==> src/rtl/csr_pkg.sv <==
// Shared CSR addresses, operation codes, interrupt cause codes and helpers
// for the machine-mode CSR file and its interrupt arbiter.
package csr_pkg;

    localparam logic [11:0] CSR_MSTATUS   = 12'h300;
    localparam logic [11:0] CSR_MISA      = 12'h301;
    localparam logic [11:0] CSR_MIE       = 12'h304;
    localparam logic [11:0] CSR_MTVEC     = 12'h305;
    localparam logic [11:0] CSR_MSCRATCH  = 12'h340;
    localparam logic [11:0] CSR_MEPC      = 12'h341;
    localparam logic [11:0] CSR_MCAUSE    = 12'h342;
    localparam logic [11:0] CSR_MIP       = 12'h344;
    localparam logic [11:0] CSR_MHARTID   = 12'hF14;
    localparam logic [11:0] CSR_MCYCLE    = 12'hB00;
    localparam logic [11:0] CSR_MCYCLEH   = 12'hB80;
    localparam logic [11:0] CSR_MINSTRET  = 12'hB02;
    localparam logic [11:0] CSR_MINSTRETH = 12'hB82;
    localparam logic [11:0] CSR_CYCLE     = 12'hC00;
    localparam logic [11:0] CSR_CYCLEH    = 12'hC80;
    localparam logic [11:0] CSR_INSTRET   = 12'hC02;
    localparam logic [11:0] CSR_INSTRETH  = 12'hC82;

    typedef enum logic [2:0] {
        CSR_OP_W = 3'b001,
        CSR_OP_S = 3'b010,
        CSR_OP_C = 3'b011
    } csr_op_e;

    localparam logic [4:0] CAUSE_MSI   = 5'd3;
    localparam logic [4:0] CAUSE_MTI   = 5'd7;
    localparam logic [4:0] CAUSE_MEI   = 5'd11;
    localparam logic [4:0] CAUSE_PLAT0 = 5'd16;

    localparam int MSTATUS_MIE  = 3;
    localparam int MSTATUS_MPIE = 7;

    // RV32I: MXL=1, extension bit I
    localparam logic [31:0] MISA_VAL = 32'h4000_0100;

    typedef enum logic {
        IRQ_IDLE = 1'b0,
        IRQ_REQ  = 1'b1
    } irq_state_e;

    function automatic logic [31:0] mie_mask(input int n);
        return 32'h0000_0888 | (((32'h1 << n) - 32'h1) << 16);
    endfunction

    function automatic logic [31:0] csr_apply(input logic [2:0] op,
                                              input logic [31:0] old_val,
                                              input logic [31:0] wdata);
        case (op)
            CSR_OP_W: return wdata;
            CSR_OP_S: return old_val | wdata;
            CSR_OP_C: return old_val & ~wdata;
            default:  return old_val;
        endcase
    endfunction

endpackage

==> src/rtl/csr_irq_arbiter.sv <==
// Fixed-priority interrupt encoder: MEI, MSI, MTI, then platform lines
// in ascending order. Purely combinational.
module csr_irq_arbiter
    import csr_pkg::*;
#(
    parameter int NUM_PLAT_IRQ = 4
) (
    input  logic [16+NUM_PLAT_IRQ-1:0] pend_i,
    output logic                       any_o,
    output logic [4:0]                 cause_o
);

    logic unused_pend;
    assign unused_pend = ^{pend_i[15:12], pend_i[10:8], pend_i[6:4], pend_i[2:0]};

    // Lowest-priority candidates are evaluated first so higher ones override.
    always_comb begin
        any_o   = 1'b0;
        cause_o = '0;
        for (int i = NUM_PLAT_IRQ - 1; i >= 0; i--) begin
            if (pend_i[16+i]) begin
                any_o   = 1'b1;
                cause_o = CAUSE_PLAT0 + 5'(i);
            end
        end
        if (pend_i[7]) begin
            any_o   = 1'b1;
            cause_o = CAUSE_MTI;
        end
        if (pend_i[3]) begin
            any_o   = 1'b1;
            cause_o = CAUSE_MSI;
        end
        if (pend_i[11]) begin
            any_o   = 1'b1;
            cause_o = CAUSE_MEI;
        end
    end

endmodule

==> src/rtl/csr_irq_file.sv <==
// Machine-mode CSR file with interrupt controller; trap request held until trap_ack,
// trap_req rises 2 cycles after a source edge. CSR_COUNTERS_EN adds mcycle/minstret.
module csr_irq_file
    import csr_pkg::*;
#(
    parameter int          NUM_PLAT_IRQ = 4,
    parameter logic [31:0] MTVEC_RESET  = 32'h0000_0000
) (
    input  logic                                        clk,
    input  logic                                        reset_n,
    input  logic [11:0]                                 csr_addr_i,
    input  logic [31:0]                                 csr_wdata_i,
    input  logic                                        csr_wen_i,
    input  logic [2:0]                                  csr_op_i,
    output logic [31:0]                                 csr_rdata_o,
    output logic                                        csr_illegal_o,
    input  logic                                        irq_soft_i,
    input  logic                                        irq_timer_i,
    input  logic                                        irq_ext_i,
    input  logic [(NUM_PLAT_IRQ > 0 ? NUM_PLAT_IRQ : 1)-1:0] irq_plat_i,
    input  logic [31:0]                                 current_pc_i,
    input  logic                                        instr_retire_i,
    output logic                                        trap_req_o,
    output logic [31:0]                                 trap_pc_o,
    input  logic                                        trap_ack_i,
    input  logic                                        mret_exec_i,
    output logic [31:0]                                 mret_pc_o
);

    localparam int          AW       = 16 + NUM_PLAT_IRQ;
    localparam logic [31:0] MIE_MASK = mie_mask(NUM_PLAT_IRQ);

    irq_state_e     state_q, state_d;
    logic [4:0]     cause_q;
    logic           mie_q, mpie_q;
    logic [AW-1:0]  mie_q_bits, mip_q, mip_d;
    logic [31:0]    mtvec_q, mscratch_q, mepc_q, mcause_q;
    logic [31:0]    mstatus_rd, wr_val;
    logic           impl, ro, op_ok, wr_en, entry, take, arb_any;
    logic [4:0]     arb_cause;
`ifdef CSR_COUNTERS_EN
    logic [63:0]    mcycle_q, minstret_q;
`else
    logic           unused_retire;
    assign unused_retire = instr_retire_i;
`endif

    always_comb begin
        mstatus_rd                = '0;
        mstatus_rd[12:11]         = 2'b11;
        mstatus_rd[MSTATUS_MPIE]  = mpie_q;
        mstatus_rd[MSTATUS_MIE]   = mie_q;
    end

    always_comb begin
        csr_rdata_o = '0;
        impl        = 1'b1;
        ro          = 1'b0;
        case (csr_addr_i)
            CSR_MSTATUS:   csr_rdata_o = mstatus_rd;
            CSR_MISA:      begin csr_rdata_o = MISA_VAL; ro = 1'b1; end
            CSR_MIE:       csr_rdata_o = 32'(mie_q_bits);
            CSR_MTVEC:     csr_rdata_o = mtvec_q;
            CSR_MSCRATCH:  csr_rdata_o = mscratch_q;
            CSR_MEPC:      csr_rdata_o = mepc_q;
            CSR_MCAUSE:    csr_rdata_o = mcause_q;
            CSR_MIP:       begin csr_rdata_o = 32'(mip_q); ro = 1'b1; end
            CSR_MHARTID:   ro = 1'b1;
`ifdef CSR_COUNTERS_EN
            CSR_MCYCLE:    csr_rdata_o = mcycle_q[31:0];
            CSR_MCYCLEH:   csr_rdata_o = mcycle_q[63:32];
            CSR_MINSTRET:  csr_rdata_o = minstret_q[31:0];
            CSR_MINSTRETH: csr_rdata_o = minstret_q[63:32];
            CSR_CYCLE:     begin csr_rdata_o = mcycle_q[31:0];    ro = 1'b1; end
            CSR_CYCLEH:    begin csr_rdata_o = mcycle_q[63:32];   ro = 1'b1; end
            CSR_INSTRET:   begin csr_rdata_o = minstret_q[31:0];  ro = 1'b1; end
            CSR_INSTRETH:  begin csr_rdata_o = minstret_q[63:32]; ro = 1'b1; end
`endif
            default:       impl = 1'b0;
        endcase
    end

    assign csr_illegal_o = !impl || (csr_wen_i && ro);
    assign op_ok  = (csr_op_i == CSR_OP_W) || (csr_op_i == CSR_OP_S) || (csr_op_i == CSR_OP_C);
    assign wr_en  = csr_wen_i && op_ok && impl && !ro;
    assign wr_val = csr_apply(csr_op_i, csr_rdata_o, csr_wdata_i);
    assign entry  = (state_q == IRQ_REQ) && trap_ack_i;

    always_comb begin
        mip_d     = '0;
        mip_d[3]  = irq_soft_i;
        mip_d[7]  = irq_timer_i;
        mip_d[11] = irq_ext_i;
        for (int i = 0; i < NUM_PLAT_IRQ; i++) begin
            mip_d[16+i] = irq_plat_i[i];
        end
    end

    csr_irq_arbiter #(.NUM_PLAT_IRQ(NUM_PLAT_IRQ)) u_arb (
        .pend_i  (mip_q & mie_q_bits),
        .any_o   (arb_any),
        .cause_o (arb_cause)
    );

    assign take = mie_q && arb_any;

    always_ff @(posedge clk or negedge reset_n) begin
        if (!reset_n) state_q <= IRQ_IDLE;
        else          state_q <= state_d;
    end

    always_comb begin
        state_d = state_q;
        case (state_q)
            IRQ_IDLE: if (take)       state_d = IRQ_REQ;
            IRQ_REQ:  if (trap_ack_i) state_d = IRQ_IDLE;
            default:                  state_d = IRQ_IDLE;
        endcase
    end

    always_comb begin
        trap_req_o = (state_q == IRQ_REQ);
        trap_pc_o  = {mtvec_q[31:2], 2'b00};
        if (mtvec_q[0]) trap_pc_o = {mtvec_q[31:2], 2'b00} + {25'b0, cause_q, 2'b00};
    end

    assign mret_pc_o = mepc_q;

    always_ff @(posedge clk or negedge reset_n) begin
        if (!reset_n) begin
            cause_q <= '0;
            mip_q   <= '0;
        end else begin
            mip_q <= mip_d;
            if (state_q == IRQ_IDLE && take) cause_q <= arb_cause;
        end
    end

    // Trap entry outranks MRET, which outranks a software write to mstatus.
    always_ff @(posedge clk or negedge reset_n) begin
        if (!reset_n) begin
            mie_q  <= 1'b0;
            mpie_q <= 1'b0;
        end else if (entry) begin
            mpie_q <= mie_q;
            mie_q  <= 1'b0;
        end else if (mret_exec_i) begin
            mie_q  <= mpie_q;
            mpie_q <= 1'b1;
        end else if (wr_en && csr_addr_i == CSR_MSTATUS) begin
            mie_q  <= wr_val[MSTATUS_MIE];
            mpie_q <= wr_val[MSTATUS_MPIE];
        end
    end

    always_ff @(posedge clk or negedge reset_n) begin
        if (!reset_n) begin
            mepc_q   <= '0;
            mcause_q <= '0;
        end else if (entry) begin
            mepc_q   <= {current_pc_i[31:2], 2'b00};
            mcause_q <= {1'b1, 26'b0, cause_q};
        end else if (wr_en) begin
            if (csr_addr_i == CSR_MEPC)   mepc_q   <= {wr_val[31:2], 2'b00};
            if (csr_addr_i == CSR_MCAUSE) mcause_q <= wr_val;
        end
    end

    always_ff @(posedge clk or negedge reset_n) begin
        if (!reset_n) begin
            mie_q_bits <= '0;
            mtvec_q    <= MTVEC_RESET;
            mscratch_q <= '0;
        end else if (wr_en) begin
            if (csr_addr_i == CSR_MIE)      mie_q_bits <= wr_val[AW-1:0] & MIE_MASK[AW-1:0];
            if (csr_addr_i == CSR_MTVEC)    mtvec_q    <= {wr_val[31:2], 1'b0, wr_val[0]};
            if (csr_addr_i == CSR_MSCRATCH) mscratch_q <= wr_val;
        end
    end

`ifdef CSR_COUNTERS_EN
    // A write to either half replaces that half and skips the increment.
    always_ff @(posedge clk or negedge reset_n) begin
        if (!reset_n) begin
            mcycle_q   <= '0;
            minstret_q <= '0;
        end else begin
            if (wr_en && csr_addr_i == CSR_MCYCLE)       mcycle_q[31:0]  <= wr_val;
            else if (wr_en && csr_addr_i == CSR_MCYCLEH) mcycle_q[63:32] <= wr_val;
            else                                         mcycle_q        <= mcycle_q + 64'd1;

            if (wr_en && csr_addr_i == CSR_MINSTRET)       minstret_q[31:0]  <= wr_val;
            else if (wr_en && csr_addr_i == CSR_MINSTRETH) minstret_q[63:32] <= wr_val;
            else if (instr_retire_i)                       minstret_q        <= minstret_q + 64'd1;
        end
    end
`endif

endmodule

==> config.mk <==
export PLATFORM = sky130hd
export DESIGN_NAME = csr_irq_file
export DESIGN_NICKNAME = d
export VERILOG_FILES = /design/src/rtl/csr_pkg.sv /design/src/rtl/csr_irq_arbiter.sv /design/src/rtl/csr_irq_file.sv
export SDC_FILE = /design/constraint.sdc
export NUM_CORES = 1
export LEC_CHECK = 0
export BUFFER_PORTS_ARGS = -buffer_cell sky130_fd_sc_hd__buf_2
export CAP_MARGIN = 20
export CORE_MARGIN = 5
export CORE_UTILIZATION = 40
export CTS_BUF_LIST = sky130_fd_sc_hd__clkbuf_16
export DETAILED_ROUTE_END_ITERATION = 16
export SYNTH_ARGS = -nofsm -noshare
export SYNTH_HDL_FRONTEND = slang
export SYNTH_SLANG_ARGS = --single-unit
==> constraint.sdc <==
create_clock -name clk -period 2.93 [get_ports clk]
set_input_delay 0.586 -clock clk [delete_from_list [all_inputs] [get_ports clk]]
set_output_delay 0.586 -clock clk [all_outputs]
set_load 0.05 [all_outputs]
## Word level (Yosys, flattened, before mapping)

Index checks and enable logic that the tools add are counted.

- Output and inout port bits: 98
- Flip-flop bits (word level): 149
- Word-level logic and storage cells: 86

- Add/subtract/negate cells: 1
- Reduce and logical (&&, ||, !) cells: 24
- Equality and inequality tests: 12
- Multiplexer cells: 34
- Bitwise operators: 5

Operator list:

| operator | count |
|---|---|
| one-hot mux 32 bit (8 select lines) | 1 |
| two-way mux 32 bit | 7 |
| equality test 12 x 10 -> 1 bit, second input constant | 8 |
| one-hot mux 32 bit (3 select lines) | 1 |
| two-way mux 5 bit | 7 |
| adder 32 x 7 -> 32 bit | 1 |
| bitwise AND 32 bit | 1 |
| NOT 32 bit | 1 |
| bitwise OR 32 bit | 1 |
| bitwise AND 20 bit | 1 |
| two-way mux 1 bit | 17 |
| equality test 12 bit, second input constant | 1 |
| AND reduction 2 bit | 5 |
| OR reduction 9 bit | 1 |
| logical AND 1 bit | 8 |
| equality test 3 x 2 -> 1 bit, second input constant | 2 |
| nonzero test 2 bit | 3 |
| equality test 3 x 1 -> 1 bit, second input constant | 1 |
| logical OR 1 bit | 3 |
| nonzero test 3 bit | 1 |
| OR reduction 3 bit | 1 |
| logical NOT 1 bit | 2 |
| one-hot mux 1 bit (2 select lines) | 1 |
| NOT 1 bit | 1 |

## Depth between registers and ports, before layout

Gate-level depths: netlist (run 1).

- Word-level depth: 11
- Mapped depth: 10
- Gate-level depth less buffers: 9

## Modules after synthesis

A second synthesis (run 1) with hierarchy kept.

- Cell total of the unflattened synthesis: 907
- Area total of the unflattened synthesis: 8578.2 um^2

Modules (own cells, without submodules):

| module | times used | seq. area each (um^2) | area each (um^2) | cells an instance |
|---|---|---|---|---|
| csr_irq_file | 1 | 3678.5 | 8499.4 | 896 |
| csr_irq_arbiter | 1 | 0.0 | 78.8 | 11 |

## Worst setup path after synthesis (run 1)

OpenSTA, ideal clock, no wires.

- Path kind: input port to output port
- From: in csr_addr_i[1]
- To: out csr_rdata_o[17]
- Cell stages on the path: 7
- Data required time: 2344 ps
- Path buffers: 3
- Data arrival time: 2786 ps
- Slack: -442 ps
- Cells stage by stage: buf_2 buf_2 buf_2 nor4b_2 o2bb2ai_1 a22oi_1 o21ai_0

- Longest elaborated chain between the ends: 2
- Elaborated cells on any way between the ends: 9
- Those cells by class: eq/ne: 8; mux: 1

Ends and longest elaborated chain:

| what | RTL line | text |
|---|---|---|
| start: declaration | csr_irq_file.sv:11 | `input logic [11:0] csr_addr_i,` |
| equality test 12 x 10 -> 1 bit | csr_irq_file.sv:59 | `case (csr_addr_i)` |
| one-hot mux 32 bit (8 select lines) (*) | csr_irq_file.sv:59 |  |
| end: declaration | csr_irq_file.sv:15 | `output logic [31:0] csr_rdata_o,` |

Every way passes the cells marked *; elsewhere a longest branch is shown, timed or not.

## Final worst setup path (run 1)

- From: reg cause_q[0]
- To: out trap_pc_o[22]

- Longest elaborated chain between the ends: 2

Ends and longest elaborated chain:

| what | RTL line | text |
|---|---|---|
| start: declaration | csr_irq_file.sv:34 | `logic [4:0] cause_q;` |
| start signal: assignment | csr_irq_file.sv:135 | `if (state_q == IRQ_IDLE && take) cause_q <= arb_cause;` |
| adder 32 x 7 -> 32 bit | csr_irq_file.sv:124 | `if (mtvec_q[0]) trap_pc_o = {mtvec_q[31:2], 2'b00} + {25'b0, cause_q, 2'b00};` |
| two-way mux 32 bit | csr_irq_file.sv:124 |  |
| end: declaration | csr_irq_file.sv:24 | `output logic [31:0] trap_pc_o,` |

Every way passes these cells.

==> flow_results.xml, run 1 <==
<?xml version="1.0" encoding="UTF-8"?>
<metrics>
  <group name="flow_run">
    <metric name="maxCapViolations" unit="">0</metric>
  </group>
  <group name="sta">
    <metric name="slew_at_the_pin_with_the_worst_max_slew_slack" unit="ns">0.649</metric>
    <metric name="drv_slew" unit="">0</metric>
    <metric name="rsz0062_at_grt" unit="">yes</metric>
    <metric name="clock-skew-final" unit="ns">0.00743</metric>
    <metric name="report.final.hold_viol_count" unit="">0</metric>
    <metric name="fin_setup_tns" unit="ns">-5.95</metric>
    <metric name="final.setup.worst_slack" unit="ns">-0.372</metric>
    <metric name="period_share" unit="%">113</metric>
    <metric name="highest_clock_rate" unit="MHz">303</metric>
    <metric name="maxSlewHeadroom" unit="%">56.7</metric>
    <metric name="setup_viol_count_final" unit="">26</metric>
    <metric name="fin_hold_ws" unit="ns">0.107</metric>
    <metric name="period_needed" unit="ns">3.30</metric>
  </group>
  <group name="global_routing">
    <metric name="first_global_vias" unit="">8501</metric>
    <metric name="global_route_wire_length_before_repair" unit="µm">49800</metric>
    <metric name="grt_max_degree" unit="">57</metric>
    <metric name="global_route.usage.total" unit="%">26.1</metric>
    <metric name="antenna_found_initial" unit="">0</metric>
    <metric name="global_route.overflow_total" unit="">0</metric>
  </group>
  <group name="die">
    <metric name="coreArea" unit="µm²">21700</metric>
    <metric name="io-pin-count" unit="">190</metric>
    <metric name="die_area" unit="µm²">25000</metric>
    <metric name="die_y" unit="µm">158</metric>
    <metric name="initial_core_util" unit="%">40.5</metric>
    <metric name="std_cell_rows" unit="">54</metric>
    <metric name="die_w" unit="µm">158</metric>
  </group>
  <group name="setup_path">
    <metric name="critPathMaxStageDelay" unit="ns">0.36</metric>
    <metric name="cp_data_required_time" unit="ns">2.34</metric>
    <metric name="r2r.worst_path.cells" unit="">7</metric>
    <metric name="crit_fanout" unit="">6</metric>
    <metric name="crit_arrival" unit="ns">2.72</metric>
    <metric name="critical_path.startpoint_type" unit="">flop</metric>
    <metric name="worst-path-buf-inv" unit="">3</metric>
    <metric name="critPathCaptureType" unit="">primary output</metric>
    <metric name="critical_path.cell_chain" unit="">ha_2, inv_2, fa_2, nor2b_2, o21ai_2, a21boi_2, o21a_4, buf_12, nand4_1, xnor2_4, buf_6</metric>
    <metric name="ff2ff_setup_slack" unit="ns">1.05</metric>
    <metric name="r2r-end" unit="">mie_q</metric>
    <metric name="cp_slowest_cell" unit="">dfrtp_1</metric>
    <metric name="crit_family" unit="">adder cells</metric>
    <metric name="timing_worst_setup_path_type" unit="">flop to primary output</metric>
    <metric name="origin_of_the_critical_flop_to_flop_path" unit="">mtvec_q[3]</metric>
  </group>
  <group name="yosys">
    <metric name="yosysTopAreaCellShare" unit="%">41.9</metric>
    <metric name="synth_top_area_cell" unit="">dfrtp_1</metric>
    <metric name="synthesized_area_per_cell" unit="µm²">8.75</metric>
    <metric name="ys_top_cells_by_area" unit="">dfrtp_1 42%, o21ai_0 7.8%, nand2_1 7.2%, xnor2_1 3.3%, and3_1 2.4%</metric>
    <metric name="synth-async-reset-ratio" unit="%">100</metric>
    <metric name="post_synth_instance_area" unit="µm²">8780</metric>
    <metric name="yosys.cell_types.count" unit="">77</metric>
    <metric name="synth_warnings" unit="">0</metric>
    <metric name="syn_inst" unit="">1003</metric>
    <metric name="synth-main-ff-cell" unit="">dfrtp_1</metric>
    <metric name="yosysSeqAreaShare" unit="%">41.9</metric>
    <metric name="number_of_synthesized_flops_with_an_enable_pin" unit="">0</metric>
    <metric name="synth-seq-cells" unit="">147</metric>
  </group>
  <group name="cts">
    <metric name="cts_num_sinks" unit="">147</metric>
    <metric name="cts_buffer_depth" unit="">2</metric>
    <metric name="clockRootBuffer" unit="">clkbuf_16</metric>
    <metric name="clock_input_transition_at_the_sequential_cells_of_the_worst_setup_and_hold_paths" unit="ns">0.06</metric>
    <metric name="h_tree_depth_reported_by_cts" unit="">4</metric>
    <metric name="cts-buffers-inserted" unit="">17</metric>
    <metric name="clock_insertion_delay_worst_skew" unit="ns">0.43</metric>
    <metric name="cts_tree" unit="">built</metric>
  </group>
  <group name="place">
    <metric name="dp_hpwl" unit="µm">23600</metric>
    <metric name="gp_congestion" unit="">0.938</metric>
    <metric name="place.port_buffers" unit="">182</metric>
    <metric name="placedInstanceArea" unit="µm²">10900</metric>
  </group>
  <group name="layout">
    <metric name="antenna_cells_inserted" unit="">0</metric>
    <metric name="area.growth.synth_to_final" unit="%">38.0</metric>
    <metric name="postLayoutCellArea" unit="µm²">12100</metric>
    <metric name="drive_above_1_share" unit="%">34.3</metric>
    <metric name="finish.net_count" unit="">1345</metric>
    <metric name="highest_count_cells_in_the_layout_ignoring_fill_and_taps" unit="">163 x nand2_1, 147 x dfrtp_1, 141 x buf_2, 125 x o21ai_0, 109 x buf_4</metric>
    <metric name="mostFrequentLayoutCell" unit="">nand2_1</metric>
    <metric name="final.fill_count" unit="">2012</metric>
  </group>
  <group name="routing">
    <metric name="routed_wl" unit="µm">33200</metric>
    <metric name="route.vias.total" unit="">8811</metric>
    <metric name="detail-route-antenna-nets" unit="">0</metric>
    <metric name="first_iter_violations" unit="">713</metric>
    <metric name="remaining_drc_errors" unit="">0</metric>
    <metric name="detail_route.vias_per_cell" unit="">5.72</metric>
    <metric name="drt_first_pass_iters" unit="">5</metric>
    <metric name="route.detailed.wl_per_inst" unit="µm">21.6</metric>
  </group>
  <group name="status">
    <metric name="failed_checks" unit="">negative setup slack</metric>
    <metric name="run_status" unit="">finished with violations</metric>
  </group>
  <group name="power_and_ir_drop">
    <metric name="power.switching" unit="mW">1.48</metric>
    <metric name="power_report.internal_total" unit="mW">3.59</metric>
    <metric name="irDropWorstVdd" unit="µV">360</metric>
    <metric name="power.density" unit="nW/µm²">418</metric>
    <metric name="combinationalPowerShare" unit="%">15.3</metric>
    <metric name="part_of_the_power_in_registers" unit="%">42.3</metric>
    <metric name="clockPowerShare" unit="%">42.3</metric>
    <metric name="sw_ratio" unit="%">29.2</metric>
    <metric name="p_leak" unit="nW">5.54</metric>
  </group>
  <group name="min_path">
    <metric name="holdCritPathClass" unit="">primary input to async pin</metric>
  </group>
</metrics>
## cells by family (layout without fill, tap and decap cells)
kind of cell / after synthesis / in the layout / share of synthesized area, %
and+or+nand+nor: 353 / 354 / 21.0
AOI/OAI and AO/OA: 325 / 325 / 22.8
DFF: 147 / 147 / 41.9
buffers and inverters: 90 / 343 / 4.65
xor gates and xnor gates: 54 / 54 / 5.39
muxes: 27 / 27 / 3.22
adders and majority gates: 6 / 6 / 0.941
other: 1 / 4 / 0.0427
## layer usage
metal	part of all wire, %	up-vias	track usage (%)
met5	0	-	0
met4	1.5	0	5.97
met3	7.2	43	3.88
met2	49	360	43.3
met1	42	4311	36.2
li1	-	4097	-
## state kept, by name (all words and copies together) (netlist names)
signal and count:
mip_q 7, mtvec_q 31, cause_q 5, mret_pc_o 30
mie_q_bits 7, mpie_q 1, trap_req_o 1, mcause_q 32
mie_q 1, mscratch_q 32
## stage by stage
stage / instances / utilization (%) / power, mW / worst slack, ns
after floorplan: 1006 / - / 2.63 / -0.289
final: 1540 / 55.8 / 5.07 / -0.372
after CTS: 1524 / 54.2 / 5.08 / -0.423
after global placement: 1490 / 50.3 / 2.94 / -0.129
after detailed placement: 1490 / 50.3 / 2.95 / -0.187
after global routing: 1540 / 55.8 / 5.25 / -0.462
## area by class of cell
class                   instances  area [µm²]  share of cell area (%)
multi-input cells             770        5240                    43.2
clock inverters                15         141                    1.17
repair buffers                300        2240                    18.5
flip-flops and latches        147        3680                    30.4
well taps                     280         350                    2.89
inverters                      11        41.3                   0.341
clock buffers                  17         425                    3.51
## timing repair
| item | 4_1_cts | 5_1_grt |
|---|---|---|
| pin swaps | 8 | 16 |
| hold buffers | 0 | 0 |
| buffers inserted | 1 | 15 |
| endpoints found under the setup margin | 31 | 51 |
| resized for setup | 72 | 53 |
| gates cloned | 1 | 1 |
## how the worst max path moves through the flow
| stage | slack [ns] | to | from | cells after the start |
|---|---|---|---|---|
| after floorplan | -0.29 | csr_rdata_o[30] | csr_addr_i[11] | 4 |
| after global placement | -0.13 | trap_pc_o[22] | cause_q[0] | 11 |
| after detailed placement | -0.19 | trap_pc_o[22] | cause_q[0] | 11 |
| after CTS | -0.42 | trap_pc_o[22] | cause_q[0] | 11 |
| after global routing | -0.46 | trap_pc_o[22] | cause_q[0] | 11 |
| final | -0.37 | trap_pc_o[22] | cause_q[0] | 11 |
## synthesized netlist by cell type, drive strengths merged, types with 5 or more instances
cell     count
nor2        19
mux2        10
nand3       24
xor2        21
and2        23
nand3b      13
clkbuf      46
nand2b       5
a211oi       5
a22oi       28
a2bb2oi     10
buf         33
nor4         5
a21oi       38
ha           5
xnor2       33
a31oi        6
o2bb2ai      5
dfrtp      147
and3        34
nor3        13
o21a         5
inv         11
mux2i       17
nand4        9
o22ai       21
a22o         6
o21ai      168
nor2b       12
o31ai        7
nand2      169
## power by group through the flow
stage	clock, mW	sequential (mW)	combinational [mW]
2_1_floorplan	0	2.34	0.292
3_3_place_gp	0	2.18	0.759
3_5_place_dp	0	2.18	0.767
4_1_cts	2.17	2.15	0.770
5_1_grt	2.27	2.15	0.831
6_report	2.15	2.15	0.776
Note: power is estimated with default switching activity, not from simulation.
==> run 2, diff against run 1 <==
--- a/config.mk
+++ b/config.mk
@@ -7,6 +7,7 @@
 export LEC_CHECK = 0
 export BUFFER_PORTS_ARGS = -buffer_cell sky130_fd_sc_hd__buf_2
 export CAP_MARGIN = 20
+export CORE_ASPECT_RATIO = 1.4
 export CORE_MARGIN = 5
 export CORE_UTILIZATION = 40
 export CTS_BUF_LIST = sky130_fd_sc_hd__clkbuf_16
==> flow_results.xml, run 2 (synthesis results as in run 1) <==
<?xml version="1.0" encoding="UTF-8"?>
<metrics>
  <group name="die">
    <metric name="die_y" unit="µm">185</metric>
    <metric name="die_area" unit="µm²">25000</metric>
    <metric name="die_w" unit="µm">135</metric>
    <metric name="std_cell_rows" unit="">64</metric>
    <metric name="initial_core_util" unit="%">40.3</metric>
    <metric name="coreArea" unit="µm²">21800</metric>
    <metric name="io-pin-count" unit="">190</metric>
  </group>
  <group name="flow_run">
    <metric name="maxCapViolations" unit="">0</metric>
  </group>
  <group name="cts">
    <metric name="cts_tree" unit="">built</metric>
    <metric name="h_tree_depth_reported_by_cts" unit="">4</metric>
    <metric name="cts_buffer_depth" unit="">2</metric>
    <metric name="cts-buffers-inserted" unit="">17</metric>
    <metric name="clock_insertion_delay_worst_skew" unit="ns">0.44</metric>
    <metric name="cts_num_sinks" unit="">147</metric>
    <metric name="clock_input_transition_at_the_sequential_cells_of_the_worst_setup_and_hold_paths" unit="ns">0.07</metric>
    <metric name="postCtsHoldBufs" unit="">0</metric>
    <metric name="clockRootBuffer" unit="">clkbuf_16</metric>
  </group>
  <group name="layout">
    <metric name="drive_above_1_share" unit="%">34.1</metric>
    <metric name="area.growth.synth_to_final" unit="%">37.3</metric>
    <metric name="top_registers" unit="">mcause_q (32), mscratch_q (32), mtvec_q (31)</metric>
    <metric name="mostFrequentLayoutCell" unit="">nand2_1</metric>
    <metric name="finish.net_count" unit="">1339</metric>
    <metric name="postLayoutCellArea" unit="µm²">12000</metric>
    <metric name="layoutNonFillerInstCount" unit="">1552</metric>
    <metric name="highest_count_cells_in_the_layout_ignoring_fill_and_taps" unit="">165 x nand2_1, 146 x dfrtp_1, 141 x buf_2, 125 x o21ai_0, 102 x buf_4</metric>
  </group>
  <group name="sta">
    <metric name="report.final.hold_viol_count" unit="">0</metric>
    <metric name="setup_viol_count_final" unit="">27</metric>
    <metric name="drv_slew" unit="">0</metric>
    <metric name="rsz0062_at_grt" unit="">yes</metric>
    <metric name="clock-skew-final" unit="ns">0.00859</metric>
    <metric name="slew_at_the_pin_with_the_worst_max_slew_slack" unit="ns">0.794</metric>
    <metric name="highest_clock_rate" unit="MHz">309</metric>
    <metric name="period_share" unit="%">110</metric>
    <metric name="final.setup.worst_slack" unit="ns">-0.307</metric>
    <metric name="fin_hold_ws" unit="ns">0.0878</metric>
    <metric name="maxSlewHeadroom" unit="%">46.6</metric>
    <metric name="period_needed" unit="ns">3.24</metric>
  </group>
  <group name="routing">
    <metric name="drt_first_pass_iters" unit="">5</metric>
    <metric name="first_iter_violations" unit="">683</metric>
    <metric name="remaining_drc_errors" unit="">0</metric>
    <metric name="routed_wl" unit="µm">33600</metric>
    <metric name="detail-route-antenna-nets" unit="">0</metric>
    <metric name="detail_route.vias_per_cell" unit="">5.70</metric>
    <metric name="route.vias.total" unit="">8852</metric>
    <metric name="route.detailed.wl_per_inst" unit="µm">21.7</metric>
  </group>
  <group name="setup_path">
    <metric name="critical_path.startpoint_type" unit="">flop</metric>
    <metric name="cp_data_required_time" unit="ns">2.34</metric>
    <metric name="timing_worst_setup_path_type" unit="">flop to primary output</metric>
    <metric name="ff2ff_setup_slack" unit="ns">0.82</metric>
    <metric name="critPathCaptureType" unit="">primary output</metric>
    <metric name="crit_arrival" unit="ns">2.65</metric>
    <metric name="crit_fanout" unit="">6</metric>
  </group>
  <group name="power_and_ir_drop">
    <metric name="power.total" unit="mW">4.99</metric>
    <metric name="power.density" unit="nW/µm²">414</metric>
    <metric name="irDropWorstVdd" unit="µV">463</metric>
    <metric name="p_leak" unit="nW">5.47</metric>
  </group>
  <group name="global_routing">
    <metric name="global_route_wire_length_before_repair" unit="µm">50900</metric>
    <metric name="global_route.overflow_total" unit="">0</metric>
    <metric name="antenna_found_initial" unit="">1</metric>
    <metric name="first_global_vias" unit="">9014</metric>
    <metric name="global_route.usage.total" unit="%">26.6</metric>
    <metric name="grt_max_degree" unit="">59</metric>
  </group>
  <group name="place">
    <metric name="gp_congestion" unit="">0.902</metric>
    <metric name="dp_hpwl" unit="µm">24100</metric>
    <metric name="place.port_buffers" unit="">182</metric>
    <metric name="placedInstanceArea" unit="µm²">10900</metric>
    <metric name="dp.cells" unit="">1504</metric>
  </group>
  <group name="status">
    <metric name="failed_checks" unit="">negative setup slack</metric>
    <metric name="run_status" unit="">finished with violations</metric>
  </group>
  <group name="min_path">
    <metric name="holdCritPathClass" unit="">primary input to async pin</metric>
  </group>
</metrics>
==> run 2: changes by cell type in the layout (fill, tap and decap cells not counted), sizes merged <==
cell,delta
buf,-7
bufinv,-2
clkbuf,+1
clkinv,-2
diode,+1
inv,+4
==> run 2: timing repair <==
action / in CTS / in global routing
cloned: 1 / 2
resized for setup: 81 / 38
pin swaps: 5 / 15
endpoints found under the setup margin: 34 / 47
setup buffers: 6 / 7
==> run 2: stage by stage <==
stage / TNS (ns) / setup WS [ns] / util, %
after floorplan: -0.489 / -0.289 / -
after global placement: -0.604 / -0.122 / 50.2
after detailed placement: -0.898 / -0.148 / 50.2
after CTS: -6.03 / -0.408 / 54.2
after global routing: -8.99 / -0.442 / 55.3
final: -6.18 / -0.307 / 55.3
==> run 2: report_power, final <==
part | internal [mW] | switching (mW)
clock network | 1.10 | 0.960
registers | 2.09 | 0.0587
logic | 0.255 | 0.522
total | 3.45 | 1.54
==> run 2: path summary, 6_finish.rpt <==
check,start,cells past startpoint,endpoint
worst min register to register,mscratch_q[24],2,mscratch_q[24]
worst max-delay path,mtvec_q[2],11,trap_pc_o[22]
worst min-delay path,reset_n,1,mscratch_q[10]
worst max register to register,mtvec_q[7],7,mpie_q
max in group asynchronous,reset_n,2,mret_pc_o[3]
min in group clk,irq_plat_i[3],1,mip_q[19]
==> run 2: final cells by class <==
cell class / count / area [µm²]
clock buffer: 17 / 425
timing repair buffer: 294 / 2180
fill: 2056 / 9730
inverter: 11 / 41.3
tap: 297 / 372
multi-input combinational: 770 / 5220
clock inverter: 15 / 121
antenna: 1 / 2.50
sequential: 147 / 3680
==> run 2: worst max-delay path, cell delays in order (launching register included) <==
cell      delay, ns
dfrtp_1        0.35
ha_2           0.19
inv_2          0.04
fa_2           0.35
nor2b_2        0.14
o21ai_2        0.07
a21boi_2       0.16
o21a_2         0.20
buf_12         0.15
nand4_1        0.20
xnor2_4        0.19
buf_6          0.17
==> run 2: layer usage <==
layer | share of wire, % | up-vias | GRT usage [%] | wire length, µm
met4 | 4.5 | 0 | 12.5 | 1520
met5 | 0 | - | 0 | 0
li1 | - | 4091 | - | -
met1 | 40 | 4301 | 32.8 | 13500
met3 | 5.7 | 93 | 4.57 | 1930
met2 | 49 | 367 | 45.1 | 16600
==> run 3, diff against run 2 <==
--- a/config.mk
+++ b/config.mk
@@ -10,8 +10,8 @@
 export CORE_ASPECT_RATIO = 1.4
 export CORE_MARGIN = 5
 export CORE_UTILIZATION = 40
-export CTS_BUF_LIST = sky130_fd_sc_hd__clkbuf_16
 export DETAILED_ROUTE_END_ITERATION = 16
+export GPL_ROUTABILITY_DRIVEN = 0
 export SYNTH_ARGS = -nofsm -noshare
 export SYNTH_HDL_FRONTEND = slang
 export SYNTH_SLANG_ARGS = --single-unit
==> constraint.sdc (replaced) <==
create_clock -name clk -period 2.93 [get_ports clk]
set_input_delay 0.586 -clock clk [delete_from_list [all_inputs] [get_ports clk]]
set_output_delay 0.586 -clock clk [all_outputs]
set_load 0.01 [all_outputs]
==> flow_results.xml, run 3 (synthesis results as in run 1) <==
<?xml version="1.0" encoding="UTF-8"?>
<metrics>
  <group name="layout">
    <metric name="area.growth.synth_to_final" unit="%">28.7</metric>
    <metric name="drive_above_1_share" unit="%">30.0</metric>
    <metric name="finish.net_count" unit="">1310</metric>
    <metric name="postLayoutCellArea" unit="µm²">11300</metric>
    <metric name="top_registers" unit="">mcause_q (32), mscratch_q (32), mtvec_q (31)</metric>
    <metric name="highest_count_cells_in_the_layout_ignoring_fill_and_taps" unit="">179 x buf_2, 165 x nand2_1, 147 x dfrtp_1, 130 x o21ai_0, 70 x buf_4</metric>
    <metric name="mostFrequentLayoutCell" unit="">buf_2</metric>
  </group>
  <group name="setup_path">
    <metric name="critPathCaptureType" unit="">primary output</metric>
    <metric name="critical_path.cell_chain" unit="">ha_2, inv_2, fa_2, nor2b_1, o21ai_1, a21boi_1, o21a_2, buf_12, nand4_1, xnor2_1, buf_2</metric>
    <metric name="critical_path.startpoint_type" unit="">flop</metric>
    <metric name="crit_arrival" unit="ns">2.63</metric>
    <metric name="crit_fanout" unit="">6</metric>
    <metric name="cp_slowest_cell" unit="">dfrtp_1</metric>
    <metric name="timing_worst_setup_path_type" unit="">flop to primary output</metric>
    <metric name="crit_family" unit="">adder cells</metric>
    <metric name="critPathMaxStageDelay" unit="ns">0.36</metric>
    <metric name="worst-path-buf-inv" unit="">3</metric>
    <metric name="cp_data_required_time" unit="ns">2.34</metric>
  </group>
  <group name="die">
    <metric name="initial_core_util" unit="%">40.3</metric>
    <metric name="die_area" unit="µm²">25000</metric>
    <metric name="std_cell_rows" unit="">64</metric>
    <metric name="coreArea" unit="µm²">21800</metric>
    <metric name="die_w" unit="µm">135</metric>
    <metric name="die_y" unit="µm">185</metric>
    <metric name="io-pin-count" unit="">190</metric>
  </group>
  <group name="global_routing">
    <metric name="antenna_found_initial" unit="">2</metric>
    <metric name="global_route.overflow_total" unit="">0</metric>
    <metric name="global_route.usage.total" unit="%">25.5</metric>
    <metric name="global_route_wire_length_before_repair" unit="µm">49000</metric>
    <metric name="grt_max_degree" unit="">63</metric>
    <metric name="first_global_vias" unit="">8598</metric>
  </group>
  <group name="routing">
    <metric name="detail_route.vias_per_cell" unit="">5.73</metric>
    <metric name="route.vias.total" unit="">8734</metric>
    <metric name="routed_wl" unit="µm">32200</metric>
    <metric name="route.detailed.wl_per_inst" unit="µm">21.1</metric>
    <metric name="remaining_drc_errors" unit="">0</metric>
    <metric name="first_iter_violations" unit="">620</metric>
    <metric name="detail-route-antenna-nets" unit="">0</metric>
    <metric name="drt_first_pass_iters" unit="">7</metric>
  </group>
  <group name="sta">
    <metric name="rsz0062_at_grt" unit="">yes</metric>
    <metric name="setup_viol_count_final" unit="">20</metric>
    <metric name="period_share" unit="%">110</metric>
    <metric name="maxSlewHeadroom" unit="%">41.6</metric>
    <metric name="report.final.hold_viol_count" unit="">0</metric>
    <metric name="drv_slew" unit="">0</metric>
    <metric name="period_needed" unit="ns">3.22</metric>
    <metric name="highest_clock_rate" unit="MHz">311</metric>
    <metric name="clock-skew-final" unit="ns">0.00729</metric>
    <metric name="final.setup.worst_slack" unit="ns">-0.285</metric>
    <metric name="slew_at_the_pin_with_the_worst_max_slew_slack" unit="ns">0.868</metric>
  </group>
  <group name="min_path">
    <metric name="holdCritPathClass" unit="">primary input to async pin</metric>
  </group>
  <group name="status">
    <metric name="failed_checks" unit="">negative setup slack</metric>
    <metric name="run_status" unit="">finished with violations</metric>
  </group>
  <group name="cts">
    <metric name="clock_input_transition_at_the_sequential_cells_of_the_worst_setup_and_hold_paths" unit="ns">0.06</metric>
    <metric name="clock_insertion_delay_worst_skew" unit="ns">0.43</metric>
    <metric name="cts-buffers-inserted" unit="">17</metric>
    <metric name="h_tree_depth_reported_by_cts" unit="">4</metric>
    <metric name="cts_tree" unit="">built</metric>
    <metric name="cts_buffer_depth" unit="">2</metric>
    <metric name="cts_num_sinks" unit="">147</metric>
    <metric name="postCtsHoldBufs" unit="">0</metric>
    <metric name="clockRootBuffer" unit="">clkbuf_16</metric>
  </group>
  <group name="power_and_ir_drop">
    <metric name="power.total" unit="mW">5.05</metric>
    <metric name="power.density" unit="nW/µm²">447</metric>
    <metric name="irDropWorstVdd" unit="µV">417</metric>
    <metric name="p_leak" unit="nW">5.20</metric>
  </group>
  <group name="flow_run">
    <metric name="maxCapViolations" unit="">0</metric>
  </group>
  <group name="place">
    <metric name="place.port_buffers" unit="">182</metric>
    <metric name="placedInstanceArea" unit="µm²">10500</metric>
    <metric name="dp_worst_setup_slack" unit="ns">0.0208</metric>
    <metric name="dp_hpwl" unit="µm">23200</metric>
  </group>
</metrics>
## run 3: final cells by class
class	count	area (µm²)
repair buffers	266	1720
fillers	2157	10500
clock buffers	18	439
clock inverters	14	176
well taps	297	372
diodes	2	5.00
inverters	11	41.3
multi-input cells	769	4860
flip-flops and latches	147	3680
## run 3: power by group
part	internal (mW)	switching (mW)	leakage, nW	total [mW]
sequential	2.09	0.0573	1.98	2.15
clock	1.38	0.943	0.298	2.32
combinational	0.245	0.345	2.92	0.590
total	3.71	1.35	5.20	5.05
## run 3: final timing paths
| check | startpoint | end | depth (start not counted) | slack (ns) |
|---|---|---|---|---|
| hold / removal | reset_n | mret_pc_o[9] | 1 | 0.14 |
| min in group clk | irq_plat_i[1] | mip_q[17] | 1 | 0.26 |
| hold reg to reg | mscratch_q[9] | mscratch_q[9] | 2 | 0.48 |
| setup reg to reg | mtvec_q[7] | mpie_q | 7 | 0.82 |
| max in group asynchronous | reset_n | mip_q[16] | 2 | 2.02 |
| setup / recovery | cause_q[0] | trap_pc_o[22] | 11 | -0.29 |
## run 3: per-layer routing
layer	track usage, %	wire, µm	share of wire [%]	vias to the layer above
met3	4.54	1900	5.9	74
li1	-	-	-	4032
met2	42.9	16200	50	339
met5	0	0	0	-
met4	12.3	1240	3.8	0
met1	31.7	12800	40	4289
## run 3: what timing repair did
action / in CTS / in global routing
setup endpoints to repair: 26 / 34
resized for setup: 22 / 22
gates cloned: 1 / 0
setup buffers: 3 / 2
pin swaps: 11 / 12
## run 3: worst register-to-register path, delay by kind of cell (launching register included)
family | cells | cell delay, ns
DFF | 1 | 0.37
muxes | 1 | 0.14
AOI/OAI and AO/OA | 3 | 1.03
buffers and inverters | 1 | 0.18
and+or+nand+nor | 2 | 0.27
## run 3: stage by stage
stage,hold WS (ns),cells,util [%],setup TNS (ns)
floorplan,0.290,1006,-,0
global placement,0.459,1484,48.0,0
detailed placement,0.466,1484,48.0,0
CTS,0.156,1520,51.4,-4.03
global route,0.175,1524,51.9,-5.92
finish,0.136,1524,51.9,-3.28
